==> src/rtl/sprite_draw_scheduler_pkg.sv <==
// ----------------------------------------------------------------------------
// sprite_draw_scheduler_pkg
// Shared screen geometry, field widths and FSM state encoding for the sprite
// draw scheduler and its box walker.
// ----------------------------------------------------------------------------
package sprite_draw_scheduler_pkg;

    localparam int SCREEN_W = 160;
    localparam int SCREEN_H = 120;
    localparam int X_W      = 8;
    localparam int Y_W      = 7;
    localparam int COL_W    = 3;
    localparam int SIZE_W   = 3;

    typedef enum logic [2:0] {
        S_IDLE   = 3'd0,
        S_SELECT = 3'd1,
        S_ERASE  = 3'd2,
        S_DRAW   = 3'd3,
        S_NEXT   = 3'd4,
        S_FINISH = 3'd5
    } state_e;

    // True when an object's box differs from what was last drawn for it.
    function automatic logic box_changed(
        input logic [X_W-1:0]    x,
        input logic [X_W-1:0]    prev_x,
        input logic [Y_W-1:0]    y,
        input logic [Y_W-1:0]    prev_y,
        input logic [SIZE_W-1:0] size,
        input logic [SIZE_W-1:0] prev_size
    );
        return (x != prev_x) || (y != prev_y) || (size != prev_size);
    endfunction

endpackage

==> src/rtl/sprite_draw_scheduler_box_walker.sv <==
// ----------------------------------------------------------------------------
// sprite_draw_scheduler_box_walker
// Walks a size x size box row-major (dx inner, dy outer) from a top-left base.
// Coordinates are formed one bit wider than the screen fields so that boxes
// hanging off the right/bottom edge are detected rather than wrapped.
// Ports:
//   clk, resetn      clock, synchronous active-low reset
//   start_i          clear the dx/dy counters to the box origin
//   adv_i            step to the next pixel (wraps to origin after the last)
//   base_x_i/base_y_i/size_i   box description, held by the caller
//   cur_x_o/cur_y_o  current pixel coordinate (valid when in_bounds_o)
//   in_bounds_o      current pixel lies on screen
//   last_o           current pixel is the final one of the box
// ----------------------------------------------------------------------------
module sprite_draw_scheduler_box_walker
    import sprite_draw_scheduler_pkg::*;
(
    input  logic              clk,
    input  logic              resetn,
    input  logic              start_i,
    input  logic              adv_i,
    input  logic [X_W-1:0]    base_x_i,
    input  logic [Y_W-1:0]    base_y_i,
    input  logic [SIZE_W-1:0] size_i,
    output logic [X_W-1:0]    cur_x_o,
    output logic [Y_W-1:0]    cur_y_o,
    output logic              in_bounds_o,
    output logic              last_o
);

    logic [SIZE_W-1:0] dx_q, dx_d;
    logic [SIZE_W-1:0] dy_q, dy_d;
    logic [X_W:0]      full_x;
    logic [Y_W:0]      full_y;
    logic              row_end;

    // NOTE: every signal assigned in an always_comb gets a default at the top
    // of the block, so no path leaves it unassigned and no latch is inferred.
    always_comb begin
        full_x      = (X_W+1)'(base_x_i) + (X_W+1)'(dx_q);
        full_y      = (Y_W+1)'(base_y_i) + (Y_W+1)'(dy_q);
        cur_x_o     = full_x[X_W-1:0];
        cur_y_o     = full_y[Y_W-1:0];
        in_bounds_o = (full_x < (X_W+1)'(SCREEN_W)) && (full_y < (Y_W+1)'(SCREEN_H));
        row_end     = (dx_q == size_i - SIZE_W'(1));
        last_o      = row_end && (dy_q == size_i - SIZE_W'(1));

        dx_d = dx_q;
        dy_d = dy_q;
        if (start_i) begin
            dx_d = '0;
            dy_d = '0;
        end else if (adv_i) begin
            if (row_end) begin
                dx_d = '0;
                dy_d = last_o ? '0 : dy_q + SIZE_W'(1);
            end else begin
                dx_d = dx_q + SIZE_W'(1);
            end
        end
    end

    // NOTE: registers are updated with non-blocking assignments so every
    // flop samples the pre-edge value, independent of statement order.
    always_ff @(posedge clk) begin
        if (!resetn) begin
            dx_q <= '0;
            dy_q <= '0;
        end else begin
            dx_q <= dx_d;
            dy_q <= dy_d;
        end
    end

endmodule

==> src/rtl/sprite_draw_scheduler.sv <==
// ----------------------------------------------------------------------------
// sprite_draw_scheduler
// Per-frame sequencer sharing the single framebuffer write port among the
// player (object 0) and enemy objects. On each frame tick it visits every
// object; a moved/resized/removed object has its old box erased in BG_COLOUR,
// and a live moved/new object has its box drawn in its own colour.
// Ports:
//   clk, resetn        clock, synchronous active-low reset
//   frame_tick_i       1-cycle redraw request
//   obj_valid_i        per-object live flag
//   obj_x_i/obj_y_i    per-object top-left corner (packed, object i at slice i)
//   obj_size_i         per-object box edge in pixels, 0 = not shown
//   obj_colour_i       per-object draw colour
//   pix_ready_i        framebuffer accepts the presented pixel this cycle
//   plot_o, pix_x_o, pix_y_o, pix_colour_o   pixel write request
//   busy_o             pass in progress
//   done_o             1-cycle pulse as a pass completes
//   overrun_o          1-cycle pulse when a frame tick had to be dropped
// ----------------------------------------------------------------------------
module sprite_draw_scheduler
    import sprite_draw_scheduler_pkg::*;
#(
    parameter int               NUM_OBJ   = 4,
    parameter logic [COL_W-1:0] BG_COLOUR = 3'b000
) (
    input  logic                      clk,
    input  logic                      resetn,
    input  logic                      frame_tick_i,
    input  logic [NUM_OBJ-1:0]        obj_valid_i,
    input  logic [X_W*NUM_OBJ-1:0]    obj_x_i,
    input  logic [Y_W*NUM_OBJ-1:0]    obj_y_i,
    input  logic [SIZE_W*NUM_OBJ-1:0] obj_size_i,
    input  logic [COL_W*NUM_OBJ-1:0]  obj_colour_i,
    input  logic                      pix_ready_i,
    output logic                      plot_o,
    output logic [X_W-1:0]            pix_x_o,
    output logic [Y_W-1:0]            pix_y_o,
    output logic [COL_W-1:0]          pix_colour_o,
    output logic                      busy_o,
    output logic                      done_o,
    output logic                      overrun_o
);

    localparam int                 IDX_W    = (NUM_OBJ > 1) ? $clog2(NUM_OBJ) : 1;
    localparam logic [IDX_W-1:0]   LAST_IDX = IDX_W'(NUM_OBJ - 1);

    state_e             state_q, state_d;
    logic [IDX_W-1:0]   idx_q, idx_d;
    logic               pending_q, pending_d;
    logic               overrun_q, overrun_d;

    // Snapshot of the object being serviced, taken in SELECT only.
    logic [X_W-1:0]     snap_x_q;
    logic [Y_W-1:0]     snap_y_q;
    logic [SIZE_W-1:0]  snap_size_q;
    logic [COL_W-1:0]   snap_col_q;
    logic               need_draw_q;

    // What is currently on screen for each object.
    logic [X_W-1:0]     prev_x_q    [NUM_OBJ];
    logic [Y_W-1:0]     prev_y_q    [NUM_OBJ];
    logic [SIZE_W-1:0]  prev_size_q [NUM_OBJ];
    logic [NUM_OBJ-1:0] drawn_q;

    logic [X_W-1:0]     sel_x;
    logic [Y_W-1:0]     sel_y;
    logic [SIZE_W-1:0]  sel_size;
    logic [COL_W-1:0]   sel_col;
    logic               live, changed, need_erase, need_draw;

    logic               box_state, step, box_end;
    logic               snap_en, erase_end, draw_end;
    logic [X_W-1:0]     walk_x, cur_x;
    logic [Y_W-1:0]     walk_y, cur_y;
    logic [SIZE_W-1:0]  walk_size;
    logic               in_bounds, last;

    // Object selection and erase/draw decision for the SELECT cycle.
    always_comb begin
        sel_x      = obj_x_i[idx_q*X_W +: X_W];
        sel_y      = obj_y_i[idx_q*Y_W +: Y_W];
        sel_size   = obj_size_i[idx_q*SIZE_W +: SIZE_W];
        sel_col    = obj_colour_i[idx_q*COL_W +: COL_W];
        live       = obj_valid_i[idx_q] && (sel_size != '0);
        changed    = box_changed(sel_x, prev_x_q[idx_q], sel_y, prev_y_q[idx_q],
                                 sel_size, prev_size_q[idx_q]);
        need_erase = drawn_q[idx_q] && (!live || changed);
        need_draw  = live && (!drawn_q[idx_q] || changed);
    end

    // Erase walks the previously drawn box; draw walks the snapshot.
    always_comb begin
        box_state = (state_q == S_ERASE) || (state_q == S_DRAW);
        walk_x    = (state_q == S_ERASE) ? prev_x_q[idx_q]    : snap_x_q;
        walk_y    = (state_q == S_ERASE) ? prev_y_q[idx_q]    : snap_y_q;
        walk_size = (state_q == S_ERASE) ? prev_size_q[idx_q] : snap_size_q;
        // Clipped pixels are skipped in one cycle without waiting for ready.
        step      = box_state && (!in_bounds || pix_ready_i);
        box_end   = step && last;
    end

    sprite_draw_scheduler_box_walker u_walker (
        .clk         (clk),
        .resetn      (resetn),
        .start_i     (state_q == S_SELECT),
        .adv_i       (step),
        .base_x_i    (walk_x),
        .base_y_i    (walk_y),
        .size_i      (walk_size),
        .cur_x_o     (cur_x),
        .cur_y_o     (cur_y),
        .in_bounds_o (in_bounds),
        .last_o      (last)
    );

    always_comb begin
        state_d   = state_q;
        idx_d     = idx_q;
        pending_d = pending_q;
        overrun_d = 1'b0;
        snap_en   = 1'b0;
        erase_end = 1'b0;
        draw_end  = 1'b0;

        unique case (state_q)
            S_IDLE: begin
                if (frame_tick_i || pending_q) begin
                    state_d   = S_SELECT;
                    idx_d     = '0;
                    pending_d = 1'b0;
                end
            end
            S_SELECT: begin
                snap_en = 1'b1;
                if (need_erase)     state_d = S_ERASE;
                else if (need_draw) state_d = S_DRAW;
                else                state_d = S_NEXT;
            end
            S_ERASE: begin
                if (box_end) begin
                    erase_end = 1'b1;
                    state_d   = need_draw_q ? S_DRAW : S_NEXT;
                end
            end
            S_DRAW: begin
                if (box_end) begin
                    draw_end = 1'b1;
                    state_d  = S_NEXT;
                end
            end
            S_NEXT: begin
                if (idx_q == LAST_IDX) begin
                    state_d = S_FINISH;
                end else begin
                    idx_d   = idx_q + IDX_W'(1);
                    state_d = S_SELECT;
                end
            end
            S_FINISH: begin
                if (pending_q) begin
                    state_d = S_SELECT;
                    idx_d   = '0;
                end else begin
                    state_d = S_IDLE;
                end
            end
            default: state_d = S_IDLE;
        endcase

        // FINISH consumes any pending request, so a tick landing there simply
        // becomes the new pending one. Elsewhere while busy the request is
        // queued one deep and anything beyond that is dropped.
        if (state_q == S_FINISH) begin
            pending_d = frame_tick_i;
        end else if ((state_q != S_IDLE) && frame_tick_i) begin
            if (pending_q) overrun_d = 1'b1;
            else           pending_d = 1'b1;
        end
    end

    always_ff @(posedge clk) begin
        if (!resetn) begin
            state_q   <= S_IDLE;
            idx_q     <= '0;
            pending_q <= 1'b0;
            overrun_q <= 1'b0;
        end else begin
            state_q   <= state_d;
            idx_q     <= idx_d;
            pending_q <= pending_d;
            overrun_q <= overrun_d;
        end
    end

    // NOTE: the per-object prev/drawn arrays are reset explicitly; a restart
    // must never erase a box that was not drawn since reset.
    always_ff @(posedge clk) begin
        if (!resetn) begin
            snap_x_q    <= '0;
            snap_y_q    <= '0;
            snap_size_q <= '0;
            snap_col_q  <= '0;
            need_draw_q <= 1'b0;
            drawn_q     <= '0;
            for (int k = 0; k < NUM_OBJ; k++) begin
                prev_x_q[k]    <= '0;
                prev_y_q[k]    <= '0;
                prev_size_q[k] <= '0;
            end
        end else begin
            if (snap_en) begin
                snap_x_q    <= sel_x;
                snap_y_q    <= sel_y;
                snap_size_q <= sel_size;
                snap_col_q  <= sel_col;
                need_draw_q <= need_draw;
            end
            if (erase_end && !need_draw_q) begin
                drawn_q[idx_q] <= 1'b0;
            end
            if (draw_end) begin
                prev_x_q[idx_q]    <= snap_x_q;
                prev_y_q[idx_q]    <= snap_y_q;
                prev_size_q[idx_q] <= snap_size_q;
                drawn_q[idx_q]     <= 1'b1;
            end
        end
    end

    // Outputs depend only on registered state, so they stay stable while a
    // pixel waits for pix_ready_i.
    always_comb begin
        plot_o       = box_state && in_bounds;
        pix_x_o      = plot_o ? cur_x : '0;
        pix_y_o      = plot_o ? cur_y : '0;
        pix_colour_o = '0;
        if (plot_o) pix_colour_o = (state_q == S_ERASE) ? BG_COLOUR : snap_col_q;
        done_o       = (state_q == S_FINISH);
        busy_o       = (state_q != S_IDLE) && !((state_q == S_FINISH) && !pending_q);
        overrun_o    = overrun_q;
    end

endmodule

==> config.mk <==
export PLATFORM = sky130hd
export DESIGN_NAME = sprite_draw_scheduler
export DESIGN_NICKNAME = d
export VERILOG_FILES = /design/src/rtl/sprite_draw_scheduler_pkg.sv /design/src/rtl/sprite_draw_scheduler_box_walker.sv /design/src/rtl/sprite_draw_scheduler.sv
export SDC_FILE = /design/constraint.sdc
export NUM_CORES = 1
export LEC_CHECK = 0
export CAP_MARGIN = 30
export CORE_MARGIN = 2
export CORE_UTILIZATION = 41
export CTS_CLUSTER_DIAMETER = 50
export DETAILED_ROUTE_END_ITERATION = 12
export GPL_TIMING_DRIVEN = 0
export HOLD_SLACK_MARGIN = 0.12
export SYNTH_ARGS = -nofsm -noshare
export SYNTH_HDL_FRONTEND = slang
export SYNTH_SLANG_ARGS = --single-unit
==> constraint.sdc <==
create_clock -name clk -period 8.9 [get_ports clk]
set_clock_uncertainty 0.2 [all_clocks]
set_input_delay 1.78 -clock clk [delete_from_list [all_inputs] [get_ports clk]]
set_output_delay 1.78 -clock clk [all_outputs]
set_load 0.02 [all_outputs]
==> results of run 1 <==
-- cells by family (layout without fill, tap and decap cells) --
kind of cell               Yosys count  count (layout)  synth area share
adders and majority gates           15              15           0.03003
DFF                                113             113            0.4420
and+or+nand+nor                    271             271            0.2050
muxes                               51              51            0.1537
AOI/OAI and AO/OA                   86              86           0.09511
xor gates and xnor gates            32              32           0.04153
buffers and inverters               50             199           0.03263
-- power breakdown --
group	internal [mW]	total [mW]	leakage, nW	switching [mW]
logic	0.126	0.294	2.03	0.168
clock network	0.426	0.672	0.282	0.245
registers	0.585	0.615	1.08	0.0293
-- per-stage QoR --
| step | total power, mW | area (um^2) | hold slack [ns] | util |
|---|---|---|---|---|
| 2_1_floorplan | 0.7871 | 6749 | 0.2392 | - |
| 6_report | 1.581 | 8815 | 0.2642 | 0.5509 |
| 4_1_cts | 1.582 | 8815 | 0.2647 | 0.5509 |
| 5_1_grt | 1.632 | 8815 | 0.3005 | 0.5509 |
| 3_3_place_gp | 0.9079 | 8150 | 0.2555 | 0.5094 |
| 3_5_place_dp | 0.9159 | 8225 | 0.2573 | 0.5141 |
-- worst max path at each step --
| stage | endpoint | cells after the start | start |
|---|---|---|---|
| 6_report | pix_y_o[2] | 16 | state_q[2] |
| 5_1_grt | pix_y_o[5] | 18 | state_q[2] |
| 4_1_cts | pix_y_o[2] | 16 | state_q[2] |
| 3_5_place_dp | pix_x_o[5] | 16 | state_q[2] |
| 3_3_place_gp | prev_x_q[1][1] | 16 | state_q[2] |
| 2_1_floorplan | pix_x_o[3] | 16 | state_q[2] |
-- cell type report --
cell class              instances  area [um^2]
clock buffers                  20        456.7
inverters                       9        33.78
repair buffers                117         1191
well taps                     216        270.3
flip-flops and latches        113         2983
fillers                      1421         7186
multi-input cells             455         3561
plain buffers                  41        186.4
clock inverters                12        132.6
-- cell usage after synthesis (all sizes together) (2+ instances only) --
cell type	instances	area, um^2
buf	17	96.34
clkbuf	24	90.09
o21bai	2	15.01
or2	4	25.03
xor2	7	61.31
and2	26	162.7
a21boi	22	165.2
a211o	2	17.52
nand3	15	75.07
o21ai	14	77.57
nor3	10	60.06
ha	13	162.7
mux4	41	923.4
mux2i	9	102.6
o21a	2	15.01
nand3b	2	15.01
inv	9	33.78
a21oi	12	60.06
a211oi	2	15.01
nand2b	3	18.77
nor2	34	127.6
o31ai	2	15.01
and3	60	375.4
a31oi	3	18.77
nor2b	3	18.77
a221oi	2	35.04
edfxtp	72	2162
or3	4	25.02
dfxtp	41	820.8
fa	2	40.04
nand4	9	56.30
o211ai	7	52.55
a21o	6	45.04
nand2	94	352.8
xnor2	25	219.0
-- placed cells by master (no fill, tap or decap), drive strengths merged, types with 3 or more instances in the layout --
cell,n
clkinvlp,3
a21oi,12
xor2,7
mux4,41
or2,4
and3,60
ha,13
clkbuf,44
buf,21
and2,26
a31oi,3
xnor2,25
mux2i,9
nand2b,3
clkdlybuf4s50,113
nor2b,3
nor3,10
nand3,15
o21ai,14
dfxtp,41
a21boi,22
nand2,94
o211ai,7
or3,4
nand4,9
clkinv,6
edfxtp,72
a21o,6
inv,10
nor2,34
-- flip-flops by register name, indices dropped and copies added, names as in the netlist, 4 cells and up, named ones only --
signal       count
prev_size_q     12
prev_y_q        28
snap_y_q         7
prev_x_q        32
snap_x_q         8
drawn_q          4
-- per-layer routing --
| metal | part of all wire | vias to the layer above |
|---|---|---|
| met1 | 0.42 | 2808 |
| met4 | 0.021 | 0 |
| met3 | 0.077 | 32 |
| met2 | 0.48 | 256 |
| li1 | - | 2570 |
| met5 | 0 | - |
-- critical path: cells and delay by family (launching register included) --
family,cells,cell delay (ns)
buf+inv,5,2.07
flops,1,0.29
simple gates,8,1.89
compound gates,1,0.39
xor+xnor,1,0.18
fa+ha+maj,1,0.32
==> impl_metrics.json, run 1 <==
{
  "power.density_nw_per_um2": 179.3,
  "clockRootBuffer": "clkbuf_16",
  "ys_ff_latch": 113,
  "fin_crit_ns": 7.558,
  "synth_ff_type": "edfxtp_1",
  "worstHoldStart": "snap_col_q[0]",
  "worst_setup_path_start_kind": "flip-flop",
  "die_area_um2": 17500,
  "status": "finished, final reports clean",
  "leakagePower_nw": 3.391,
  "avgSynthCellArea_um2": 10.92,
  "min_to": "snap_col_q[0]",
  "cp_slowest_cell": "buf_1",
  "grt_pass1_vias": 5530,
  "grt_usage": 0.2485,
  "dieHeight_um": 132.3,
  "synth_area_um2": 6749,
  "hold_buffers": 0,
  "num_vias": 5666,
  "whs_path_depth": 2,
  "crit_chain": "clkbuf_1, nor3b_4, buf_4, buf_1, nand2_1, nand2_1, ha_1, and3_1, or2_2, xor2_1, or2_1, o311ai_4, nand4bb_1, clkbuf_1, nor2_1, clkdlybuf4s50_1",
  "ant_nets": 0,
  "final_cells": 983,
  "cap_violations": 0,
  "r2r_start": "state_q[2]",
  "vdd_drop_max_v": 0.0001680,
  "yosysUniqueCellTypes": 62,
  "post_cts_buffers": 0,
  "dp_cells": 951,
  "fin_ws_ns": 1.342,
  "row_count": 46,
  "fmax_mhz": 132.3,
  "grtUsageMet2": 0.4091,
  "grt_pass1_wl_mm": 32.20,
  "grt_max_degree": 17,
  "arrival_ns": 5.58,
  "end_kind": "output pin",
  "io_buffers": 113,
  "vias_per_cell": 5.764,
  "crit_type": "reg2out",
  "nets": 861,
  "cts.path.max_buffers": 2,
  "tightest_slew_ns": 0.8191,
  "drc": 0,
  "setup_viol": 0,
  "critPathMaxStageDelay_ns": 0.64,
  "grt.busiest_layer": "met2",
  "core_area_um2": 16000,
  "cts_resized": 0,
  "htreeDepth": 4,
  "use_met1": 0.3347,
  "drive_gt1_frac": 0.1408,
  "antenna_found_initial": 0,
  "async_reset_ff_frac": 0,
  "rsz0062_at_grt": "no",
  "worstPathRequired_ns": 6.92,
  "r2r_slack_ns": 2.94,
  "cts_sinks": 113,
  "synth_edf_count": 72,
  "wl_per_cell_um": 21.84,
  "synth_cells": 618,
  "use_met3": 0.04268,
  "setup_tns_ns": 0,
  "cts_made_buffers": 17,
  "hpwl_mm": 16.15,
  "gp_congestion": 0.8654,
  "slew_viol_final": 0,
  "dieWidth_um": 132.3,
  "finalCritPeriodShare": 0.8492,
  "syn_nets": 725,
  "hold_viol": 0,
  "grt_overflow": 0,
  "wl_mm": 21.47,
  "rr_endpoint": "prev_x_q[0][4]",
  "drtIter0Drc": 481,
  "cts_tree": "yes",
  "clk_pin_slew_ns": 0.05,
  "r2r_cells": 17,
  "clkLatencyLatePin_ns": 0.42,
  "num_io_pins": 114,
  "maxSlewHeadroom": 0.4519,
  "hp-class": "reg2reg",
  "synth_seq_area_share": 0.4420,
  "initial_utilization": 0.4218,
  "antenna_cells": 0,
  "dp_worst_setup_slack_ns": 1.817,
  "yosysWarnings": 0,
  "dr.pass1.iters": 5,
  "syn_to_final_growth_pct": 30.61,
  "cp_max_fo": 10
}
No activity file was read; power rests on OpenSTA's default activity.
==> inputs of run 2 (changes only) <==
==> constraint.sdc (replaced) <==
create_clock -name clk -period 7.22 [get_ports clk]
set_clock_uncertainty 0.2 [all_clocks]
set_input_delay 1.444 -clock clk [delete_from_list [all_inputs] [get_ports clk]]
set_output_delay 1.444 -clock clk [all_outputs]
set_load 0.02 [all_outputs]
==> impl_metrics.json, run 2 (synthesis gave the netlist of run 1 again) <==
{
  "cp.buffers_inverters": 5,
  "dieHeight_um": 132.3,
  "netSwitchingFraction": 0.2803,
  "cts_sinks": 113,
  "post_cts_buffers": 0,
  "nets": 860,
  "slew_viol_final": 0,
  "htreeDepth": 4,
  "final_common_cell": "clkdlybuf4s50_1",
  "hp-class": "reg2reg",
  "clockRootBuffer": "clkbuf_16",
  "setup_viol": 0,
  "cp_slowest_cell": "clkdlybuf4s50_1",
  "worst_setup_path_start_kind": "flip-flop",
  "leakagePower_nw": 3.398,
  "wl_mm": 21.40,
  "r2r_start": "state_q[2]",
  "rr_endpoint": "prev_x_q[0][3]",
  "grt_usage": 0.2485,
  "num_io_pins": 114,
  "vdd_drop_max_v": 0.0002107,
  "hold_viol": 0,
  "wl_per_cell_um": 21.79,
  "rsz0062_at_grt": "no",
  "ant_nets": 0,
  "worstPathRequired_ns": 5.58,
  "placed_cell_area_um2": 8225,
  "cts_made_buffers": 17,
  "clkLatencyLatePin_ns": 0.42,
  "r2r_slack_ns": 1.47,
  "crit_type": "reg2out",
  "grtUsageMet2": 0.4091,
  "grt_overflow": 0,
  "fin_util": 0.5509,
  "grt_max_degree": 17,
  "power.density_nw_per_um2": 221.2,
  "tightest_slew_ns": 0.8538,
  "switchingPower_uw": 546.5,
  "syn_to_final_growth_pct": 30.61,
  "largest_register_ffs": 32,
  "dieWidth_um": 132.3,
  "hpwl_mm": 16.15,
  "cp_max_fo": 10,
  "cts.path.max_buffers": 2,
  "drc": 0,
  "drive_gt1_frac": 0.1449,
  "worstHoldStart": "snap_col_q[0]",
  "row_count": 46,
  "final_cells": 982,
  "antenna_found_initial": 0,
  "hold_buffers": 0,
  "finalCritPeriodShare": 0.9544,
  "status": "finished, final reports clean",
  "antenna_cells": 0,
  "drtIter0Drc": 462,
  "dp_cells": 951,
  "layout_common_cells": "clkdlybuf4s50_1 (113), nand2_1 (94), edfxtp_1 (72), and3_1 (60)",
  "fin_crit_ns": 6.891,
  "grt_pass1_vias": 5530,
  "gp_congestion": 0.8654,
  "intPower_mw": 1.403,
  "num_vias": 5613,
  "clk_pin_slew_ns": 0.05,
  "top_regs": "prev_x_q (32), prev_y_q (28), prev_size_q (12)",
  "clkPwrFrac": 0.425,
  "dr.pass1.iters": 7,
  "vias_per_cell": 5.716,
  "maxSlewHeadroom": 0.4287,
  "io_buffers": 113,
  "setup_tns_ns": 0,
  "arrival_ns": 5.25,
  "design_area_um2": 8815,
  "cts_tree": "yes",
  "crit_chain": "clkbuf_1, or3b_2, clkbuf_1, buf_2, nand2_1, nand2_1, ha_1, fa_1, a21o_1, a22oi_1, o211ai_1, or2_1, o311ai_4, nand4bb_1, inv_1, and3_1, clkdlybuf4s50_1",
  "grt_pass1_wl_mm": 32.20,
  "use_met3": 0.04268,
  "combPwrFrac": 0.186,
  "whs_path_depth": 2,
  "die_area_um2": 17500,
  "grt.busiest_layer": "met2",
  "power_frac_seq": 0.389,
  "initial_utilization": 0.4218,
  "min_to": "snap_col_q[0]",
  "r2r_cells": 18,
  "critPathMaxStageDelay_ns": 0.53,
  "cap_violations": 0,
  "end_kind": "output pin",
  "fmax_mhz": 145.1,
  "core_area_um2": 16000,
  "top_register": "prev_x_q",
  "use_met1": 0.3347,
  "cp_top_family": "simple AND/OR/NAND/NOR gates"
}
[run 2: cell count changes in the layout (fill, tap and decap cells not counted), sizes merged]
cell	delta
buf	+1
clkbuf	-2
[run 2: worst max-delay path by stage]
stage	from	end	depth (start not counted)
CTS	state_q[2]	pix_y_o[2]	17
global placement	state_q[2]	prev_x_q[1][1]	16
detailed placement	state_q[2]	pix_x_o[5]	16
floorplan	state_q[2]	prev_size_q[0][0]	17
global route	state_q[2]	pix_colour_o[2]	17
finish	state_q[2]	pix_colour_o[0]	17
[run 2: cell type report]
class	instances	area, um^2
Fill cell	1418	7186
Multi-Input combinational cell	455	3561
Timing Repair Buffer	117	1191
Clock inverter	12	132.6
Buffer	40	186.4
Tap cell	216	270.3
Inverter	9	33.78
Clock buffer	20	456.7
Sequential cell	113	2983
[run 2: metrics by stage]
stage | hold WS (ns) | setup WS, ns | power, mW
floorplan | 0.2392 | 1.720 | 0.9702
finish | 0.2641 | 0.3292 | 1.949
global placement | 0.2555 | -0.4587 | 1.119
CTS | 0.2647 | 0.01675 | 1.950
detailed placement | 0.2573 | 0.4728 | 1.129
global route | 0.3005 | 0.05436 | 2.013
[run 2: worst register-to-register path, delay by kind of cell (launching register included)]
| family | cells | cell delay, ns |
|---|---|---|
| flip-flops | 1 | 0.29 |
| adder cells (fa/ha/maj) | 2 | 0.69 |
| AND/OR/NAND/NOR | 5 | 1.21 |
| AO/OA/AOI/OAI | 6 | 1.81 |
| buffers and inverters | 5 | 1.24 |
[run 2: layer usage]
layer,vias up,share of wire
li1,2571,-
met1,2757,0.43
met2,253,0.48
met3,32,0.072
met4,0,0.024
met5,-,0
[run 2: what timing repair did]
| action | CTS | global route |
|---|---|---|
| setup endpoints to repair | 1 | 18 |
| hold endpoints to repair | 0 | 0 |
| gates cloned | 0 | 0 |
| gates resized for setup | 1 | 5 |
[run 2: power groups by stage]
| stage | logic, mW | clock network [mW] | registers (mW) |
|---|---|---|---|
| after floorplan | 0.214 | 0 | 0.756 |
| after global placement | 0.350 | 0 | 0.769 |
| after detailed placement | 0.360 | 0 | 0.769 |
| after CTS | 0.362 | 0.832 | 0.756 |
| after global routing | 0.393 | 0.858 | 0.762 |
| final | 0.363 | 0.829 | 0.757 |
